File: src/rtl/icache_fetch_responder_if.sv
// Fetch-side and instruction-memory-side signal bundle for the instruction cache.
// Latency: none, wiring only.
// Backpressure: BUSYWAIT stalls the PC logic, MEM_BUSYWAIT stalls the cache fill.
interface icache_fetch_responder_if #(
  parameter int ADDR_W     = 6,
  parameter int MISS_CNT_W = 16
);
  logic [31:0]           PC;
  logic [31:0]           INSTRUCTION;
  logic                  BUSYWAIT;
  logic                  MEM_READ;
  logic [ADDR_W-1:0]     MEM_ADDRESS;
  logic [127:0]          MEM_READDATA;
  logic                  MEM_BUSYWAIT;
  logic [MISS_CNT_W-1:0] MISS_COUNT;

  // The cache itself.
  modport slave (
    input  PC, MEM_READDATA, MEM_BUSYWAIT,
    output INSTRUCTION, BUSYWAIT, MEM_READ, MEM_ADDRESS, MISS_COUNT
  );

  // PC logic plus instruction memory, seen as one agent.
  modport master (
    output PC, MEM_READDATA, MEM_BUSYWAIT,
    input  INSTRUCTION, BUSYWAIT, MEM_READ, MEM_ADDRESS, MISS_COUNT
  );
endinterface

File: src/rtl/icache_fetch_responder.sv
// Direct-mapped read-only instruction cache returning the 32-bit word at PC.
// Latency: hit 0 cycles (combinational); miss = memory latency + 2 cycles.
// Backpressure: BUSYWAIT holds the PC until the word is ready; the fill waits on MEM_BUSYWAIT.
module icache_fetch_responder #(
  parameter int INDEX_BITS = 3,
  parameter int TAG_BITS   = 3,
  parameter int MISS_CNT_W = 16
) (
  input logic                     CLK,
  input logic                     RESET,
  icache_fetch_responder_if.slave bus
);

  localparam int LINES  = 1 << INDEX_BITS;
  localparam int ADDR_W = TAG_BITS + INDEX_BITS;
  localparam int PC_HI  = 4 + INDEX_BITS + TAG_BITS;  // lowest PC bit above the tag

  typedef enum logic [1:0] {
    S_IDLE,
    S_MEM_READ,
    S_UPDATE
  } state_t;

  state_t state_q, state_d;

  // Line storage: valid bits are reset, tag/data are only meaningful when valid.
  logic [LINES-1:0]      valid_q;
  logic [TAG_BITS-1:0]   tag_q  [LINES];
  logic [127:0]          data_q [LINES];

  // Fill bookkeeping.
  logic [ADDR_W-1:0]     fill_addr_q;
  logic [127:0]          fill_data_q;
  logic [MISS_CNT_W-1:0] miss_cnt_q;

  // PC decode.
  logic [1:0]            pc_word;
  logic [INDEX_BITS-1:0] pc_index;
  logic [TAG_BITS-1:0]   pc_tag;
  logic [127:0]          hit_line;
  logic                  hit;
  logic [INDEX_BITS-1:0] fill_index;
  logic [TAG_BITS-1:0]   fill_tag;
  logic                  unused_pc;

  // Combinational outputs.
  logic                  busy;
  logic                  mem_read;
  logic [31:0]           instr;
  logic                  miss_now;

  assign pc_word    = bus.PC[3:2];
  assign pc_index   = bus.PC[4 +: INDEX_BITS];
  assign pc_tag     = bus.PC[4 + INDEX_BITS +: TAG_BITS];
  assign unused_pc  = ^{bus.PC[31:PC_HI], bus.PC[1:0]};

  assign fill_index = fill_addr_q[INDEX_BITS-1:0];
  assign fill_tag   = fill_addr_q[INDEX_BITS +: TAG_BITS];

  assign hit_line   = data_q[pc_index];
  assign hit        = valid_q[pc_index] && (tag_q[pc_index] == pc_tag);
  assign miss_now   = (state_q == S_IDLE) && !hit;

  // Next-state and handshake outputs; instruction is forced to 0 unless a hit is served.
  always_comb begin
    state_d  = state_q;
    busy     = 1'b1;
    mem_read = 1'b0;
    instr    = 32'h0;
    case (state_q)
      S_IDLE: begin
        if (hit) begin
          busy  = 1'b0;
          instr = hit_line[{pc_word, 5'b0} +: 32];
        end else begin
          state_d = S_MEM_READ;
        end
      end
      S_MEM_READ: begin
        mem_read = 1'b1;
        if (!bus.MEM_BUSYWAIT) begin
          state_d = S_UPDATE;
        end
      end
      S_UPDATE: begin
        state_d = S_IDLE;
      end
      default: begin
        state_d = S_IDLE;
      end
    endcase
    if (RESET) begin
      busy  = 1'b1;
      instr = 32'h0;
    end
  end

  // State register.
  always_ff @(posedge CLK) begin
    if (RESET) begin
      state_q <= S_IDLE;
    end else begin
      state_q <= state_d;
    end
  end

  // Latch the missing block address, count misses (saturating) and capture returned data.
  always_ff @(posedge CLK) begin
    if (RESET) begin
      fill_addr_q <= '0;
      miss_cnt_q  <= '0;
      fill_data_q <= '0;
    end else begin
      if (miss_now) begin
        fill_addr_q <= {pc_tag, pc_index};
        if (miss_cnt_q != {MISS_CNT_W{1'b1}}) begin
          miss_cnt_q <= miss_cnt_q + {{(MISS_CNT_W-1){1'b0}}, 1'b1};
        end
      end
      if ((state_q == S_MEM_READ) && !bus.MEM_BUSYWAIT) begin
        fill_data_q <= bus.MEM_READDATA;
      end
    end
  end

  // Valid bits: cleared by reset, set when a fill lands.
  always_ff @(posedge CLK) begin
    if (RESET) begin
      valid_q <= '0;
    end else if (state_q == S_UPDATE) begin
      valid_q[fill_index] <= 1'b1;
    end
  end

  // Tag and data write for the line being filled; a reset abandons the write.
  always_ff @(posedge CLK) begin
    if (!RESET && (state_q == S_UPDATE)) begin
      tag_q[fill_index]  <= fill_tag;
      data_q[fill_index] <= fill_data_q;
    end
  end

  assign bus.BUSYWAIT    = busy;
  assign bus.INSTRUCTION = instr;
  assign bus.MEM_READ    = mem_read;
  assign bus.MEM_ADDRESS = fill_addr_q;
  assign bus.MISS_COUNT  = miss_cnt_q;

endmodule

File: src/flat_wrapper.sv
// flat-port wrapper written by rule: the top's interface ports become plain ports
module icache_fetch_responder_flat 
#(
  parameter int INDEX_BITS = 3,
  parameter int TAG_BITS   = 3,
  parameter int MISS_CNT_W = 16
)
  (CLK, RESET, bus_PC, bus_MEM_READDATA, bus_MEM_BUSYWAIT, bus_INSTRUCTION, bus_BUSYWAIT, bus_MEM_READ, bus_MEM_ADDRESS, bus_MISS_COUNT);
  icache_fetch_responder_if #(.ADDR_W(6), .MISS_CNT_W(MISS_CNT_W)) bus_i ();
  input logic CLK;
  input logic RESET;
  input wire logic [$bits(bus_i.PC)-1:0] bus_PC;
  input wire logic [$bits(bus_i.MEM_READDATA)-1:0] bus_MEM_READDATA;
  input wire logic [$bits(bus_i.MEM_BUSYWAIT)-1:0] bus_MEM_BUSYWAIT;
  output wire logic [$bits(bus_i.INSTRUCTION)-1:0] bus_INSTRUCTION;
  output wire logic [$bits(bus_i.BUSYWAIT)-1:0] bus_BUSYWAIT;
  output wire logic [$bits(bus_i.MEM_READ)-1:0] bus_MEM_READ;
  output wire logic [$bits(bus_i.MEM_ADDRESS)-1:0] bus_MEM_ADDRESS;
  output wire logic [$bits(bus_i.MISS_COUNT)-1:0] bus_MISS_COUNT;
  assign bus_i.PC = bus_PC;
  assign bus_i.MEM_READDATA = bus_MEM_READDATA;
  assign bus_i.MEM_BUSYWAIT = bus_MEM_BUSYWAIT;
  assign bus_INSTRUCTION = bus_i.INSTRUCTION;
  assign bus_BUSYWAIT = bus_i.BUSYWAIT;
  assign bus_MEM_READ = bus_i.MEM_READ;
  assign bus_MEM_ADDRESS = bus_i.MEM_ADDRESS;
  assign bus_MISS_COUNT = bus_i.MISS_COUNT;
  icache_fetch_responder #(.INDEX_BITS(INDEX_BITS), .TAG_BITS(TAG_BITS), .MISS_CNT_W(MISS_CNT_W)) u_core (.CLK(CLK), .RESET(RESET), .bus(bus_i));
endmodule
File: config.mk
export PLATFORM = sky130hd
export DESIGN_NAME = icache_fetch_responder_flat
export DESIGN_NICKNAME = d
export VERILOG_FILES = /design/src/rtl/icache_fetch_responder_if.sv /design/src/rtl/icache_fetch_responder.sv /design/src/flat_wrapper.sv
export SDC_FILE = /design/constraint.sdc
export NUM_CORES = 1
export LEC_CHECK = 0
export CORE_UTILIZATION = 64
export DETAILED_ROUTE_END_ITERATION = 8
export PLACE_DENSITY = 0.86
export SYNTH_ARGS = -nofsm -noshare
export SYNTH_HDL_FRONTEND = slang
export SYNTH_SLANG_ARGS = --single-unit
File: constraint.sdc
create_clock -name CLK -period 19.2 [get_ports CLK]
set_clock_uncertainty 0.1 [all_clocks]
set_input_delay 2.88 -clock CLK [delete_from_list [all_inputs] [get_ports CLK]]
set_output_delay 2.88 -clock CLK [all_outputs]
set_load 0.005 [all_outputs]
==> run metrics <==
measured slew at the worst slew-check pin=approximately 1.2 ns; n_diodes=0; Ys Warns=0; crit path max fanout=79; Crit Path Class=in -> out; vias in the first global route=25470; CTS max path bufs=3; fillers=3784; overall die width=roughly 270 µm; Leak=15.6 nW; Net count, final=2727; initial antenna violation count=2; post-synthesis register bit count=about 1200; Worst setup EP type=output port; pwr dens=101 nW/µm²; clock transition at the registers of the reported paths=~0.06 ns; FMAX=94.8 MHz; I/O Pins=219; Cell Rows=97; DP Area=around 50000 µm²; wire per inst=29.7 µm; largest net degree at the start of global routing=133; Multi-input gate area=10500 µm²; TritonCTS Buffers=110; data required time at the worst endpoint=16.22 ns; antenna-violating nets left=0; setup TNS=0 ns; most frequent cells in the layout=edfxtp_1 (1048), mux4_2 (293), nand2_1 (275); final instance area=about 52000 µm²; routability cong.=0.751; Reg area=34700 µm²; CTS sink cnt=1208; HPWL after DPL=53.2 mm; crit share post-route=between 50 and 60%; Core Area=70400 µm²; slew margin rel.=18.7%; Worst Path Arrival=7.56 ns; Hold Path Class=reg -> reg; # setup viols final=0; via count=23999; TritonCTS clock tree=built; H-tree levels=3; detailed-route wire length=107 mm; initial core utilization=65.0%; post-synth cell types=40; Congestion Overflow GR=0; Die H=269 µm; Setup Buffers After CTS=0; DR pass1 iterations=6; DRT iter0 DRCs=2669; Power Total=5.25 mW; Max-Cap Viols=0; Root Buffer=clkbuf_16; Tmin final=between 10 and 15 ns; Die Area=roughly 73000 µm²; cts repair resizes=0; Mean Syn Cell Area=approximately 19 µm²; Cell Area, Synth=45700 µm²; clock network latency to the later pin of the worst-skew pair=between 0.6 and 0.7 ns; status=completed; GRT Total Usage=29.9%; Vias/cell=between 6 and 7; Max VDD drop=84.4 µV; Syn Inst Count=~2400; commonest non-fill, non-tap cell in the layout=edfxtp_1; CTS Hold Buffers Added=0; RSZ-0062 raised after global routing=no; layout cells sized above 1=approximately a fifth; first-pass GRT wire length=159 mm; syn_nets=2535; Syn-to-layout area delta=13.8%; PortBufs=194; Critical Path Source Type=input pin; DRC viols=0; Pins Over Slew Limit=0; final hold vios=0; sequential element share of the synthesized area=between 70% and 80%
==> final cells by class <==
| cell class | instances | area share (%) |
|---|---|---|
| clock buffer | 179 | 6.28 |
| clock inverter | 25 | 0.329 |
| sequential | 1208 | 66.6 |
| multi-input combinational | 1016 | 20.2 |
| timing repair buffer | 224 | 4.27 |
| tap | 940 | 2.26 |
| inverter | 3 | 0.0216 |
==> registers in the layout (all words and copies together), names as in the netlist <==
signal	count
u_core.bus.MEM_ADDRESS	6
u_core.bus.MISS_COUNT	16
u_core.data_q	1024
u_core.fill_data_q	128
u_core.state_q	2
u_core.tag_q	24
u_core.valid_q	8
==> metrics by stage <==
| stage | worst slack [ns] | util (%) | std cells | hold slack [ns] |
|---|---|---|---|---|
| after floorplan | 6.09 | - | 2371 | 0.321 |
| after global placement | 8.65 | 69.0 | 3391 | 0.327 |
| after detailed placement | 8.56 | 69.0 | 3391 | 0.343 |
| after CTS | 8.56 | 73.9 | 3595 | 0.361 |
| after global routing | 8.23 | 73.9 | 3595 | 0.374 |
| final | 8.66 | 73.9 | 3595 | 0.365 |
==> cell families (layout without fill, tap and decap cells) <==
kind of cell               count (synthesis)  in the layout  synth area share, %
muxes                                    346            346                 15.6
adders and majority gates                  1              1               0.0274
and+or+nand+nor                          410            410                 3.81
AOI/OAI and AO/OA                        256            256                 3.26
DFF                                     1208           1208                 75.8
xor gates and xnor gates                   3              3               0.0903
buffers and inverters                    147            431                 1.36
==> critical path, stage by stage <==
cell             delay, ns
buf_8                 0.63
buf_4                 0.95
buf_4                 0.89
mux4_2                0.63
mux4_2                0.52
a21oi_1               0.30
nor2_1                0.09
clkdlybuf4s50_1       0.49
==> cell usage after synthesis (all sizes together) <==
library cell  instances  area, µm²
mux2i                44        440
nand2               275       1030
nand3b                1       7.51
o41a                  1       12.5
a211oi               64        480
nor3                  7       35.0
dfxtp               160       3200
nand4                 6       37.5
nor2                 52        195
or4                   2       15.0
inv                   2       7.51
nand3                 9       45.0
buf                  49        253
clkinv                1       3.75
mux4                293       6600
nand2b                3       18.8
and2                  2       12.5
ha                    1       12.5
and3                  1       6.26
a31o                  1       8.76
o41ai                 1       16.3
edfxtp             1048      31500
o31ai                 1       7.51
nor4                  3       25.0
a21oi               175        876
a41o                  1       10.0
and4                  3       26.3
or3                   4       25.0
a21o                  8       60.1
clkbuf               95        357
nor2b                42        263
mux2                  9        101
o21ai                 4       20.0
xnor2                 3       41.3
==> final timing paths <==
check                    startpoint                    end  slack, ns  depth (start not counted)
hold reg to reg   u_core.valid_q[4]      u_core.valid_q[4]       0.36                          1
hold / removal    u_core.valid_q[4]      u_core.valid_q[4]       0.36                          1
setup / recovery          bus_PC[4]     bus_INSTRUCTION[5]       8.66                          8
setup reg to reg  u_core.state_q[0]  u_core.data_q[5][105]      15.14                          5
==> metal layers <==
| layer | vias to the layer above | global-route usage (%) | part of all wire, % |
|---|---|---|---|
| met3 | 275 | 5.42 | 8.6 |
| met4 | 4 | 13.1 | 4.3 |
| li1 | 9870 | - | - |
| met2 | 1486 | 50.6 | 52 |
| met1 | 12364 | 38.3 | 35 |
| met5 | - | 0 | 0.023 |
==> power breakdown <==
group | internal, mW | switching [mW] | total, mW
combinational | 0.110 | 0.131 | 0.240
clock | 1.18 | 0.925 | 2.11
sequential | 2.87 | 0.0355 | 2.90
Note: power is estimated with default switching activity, not from simulation.
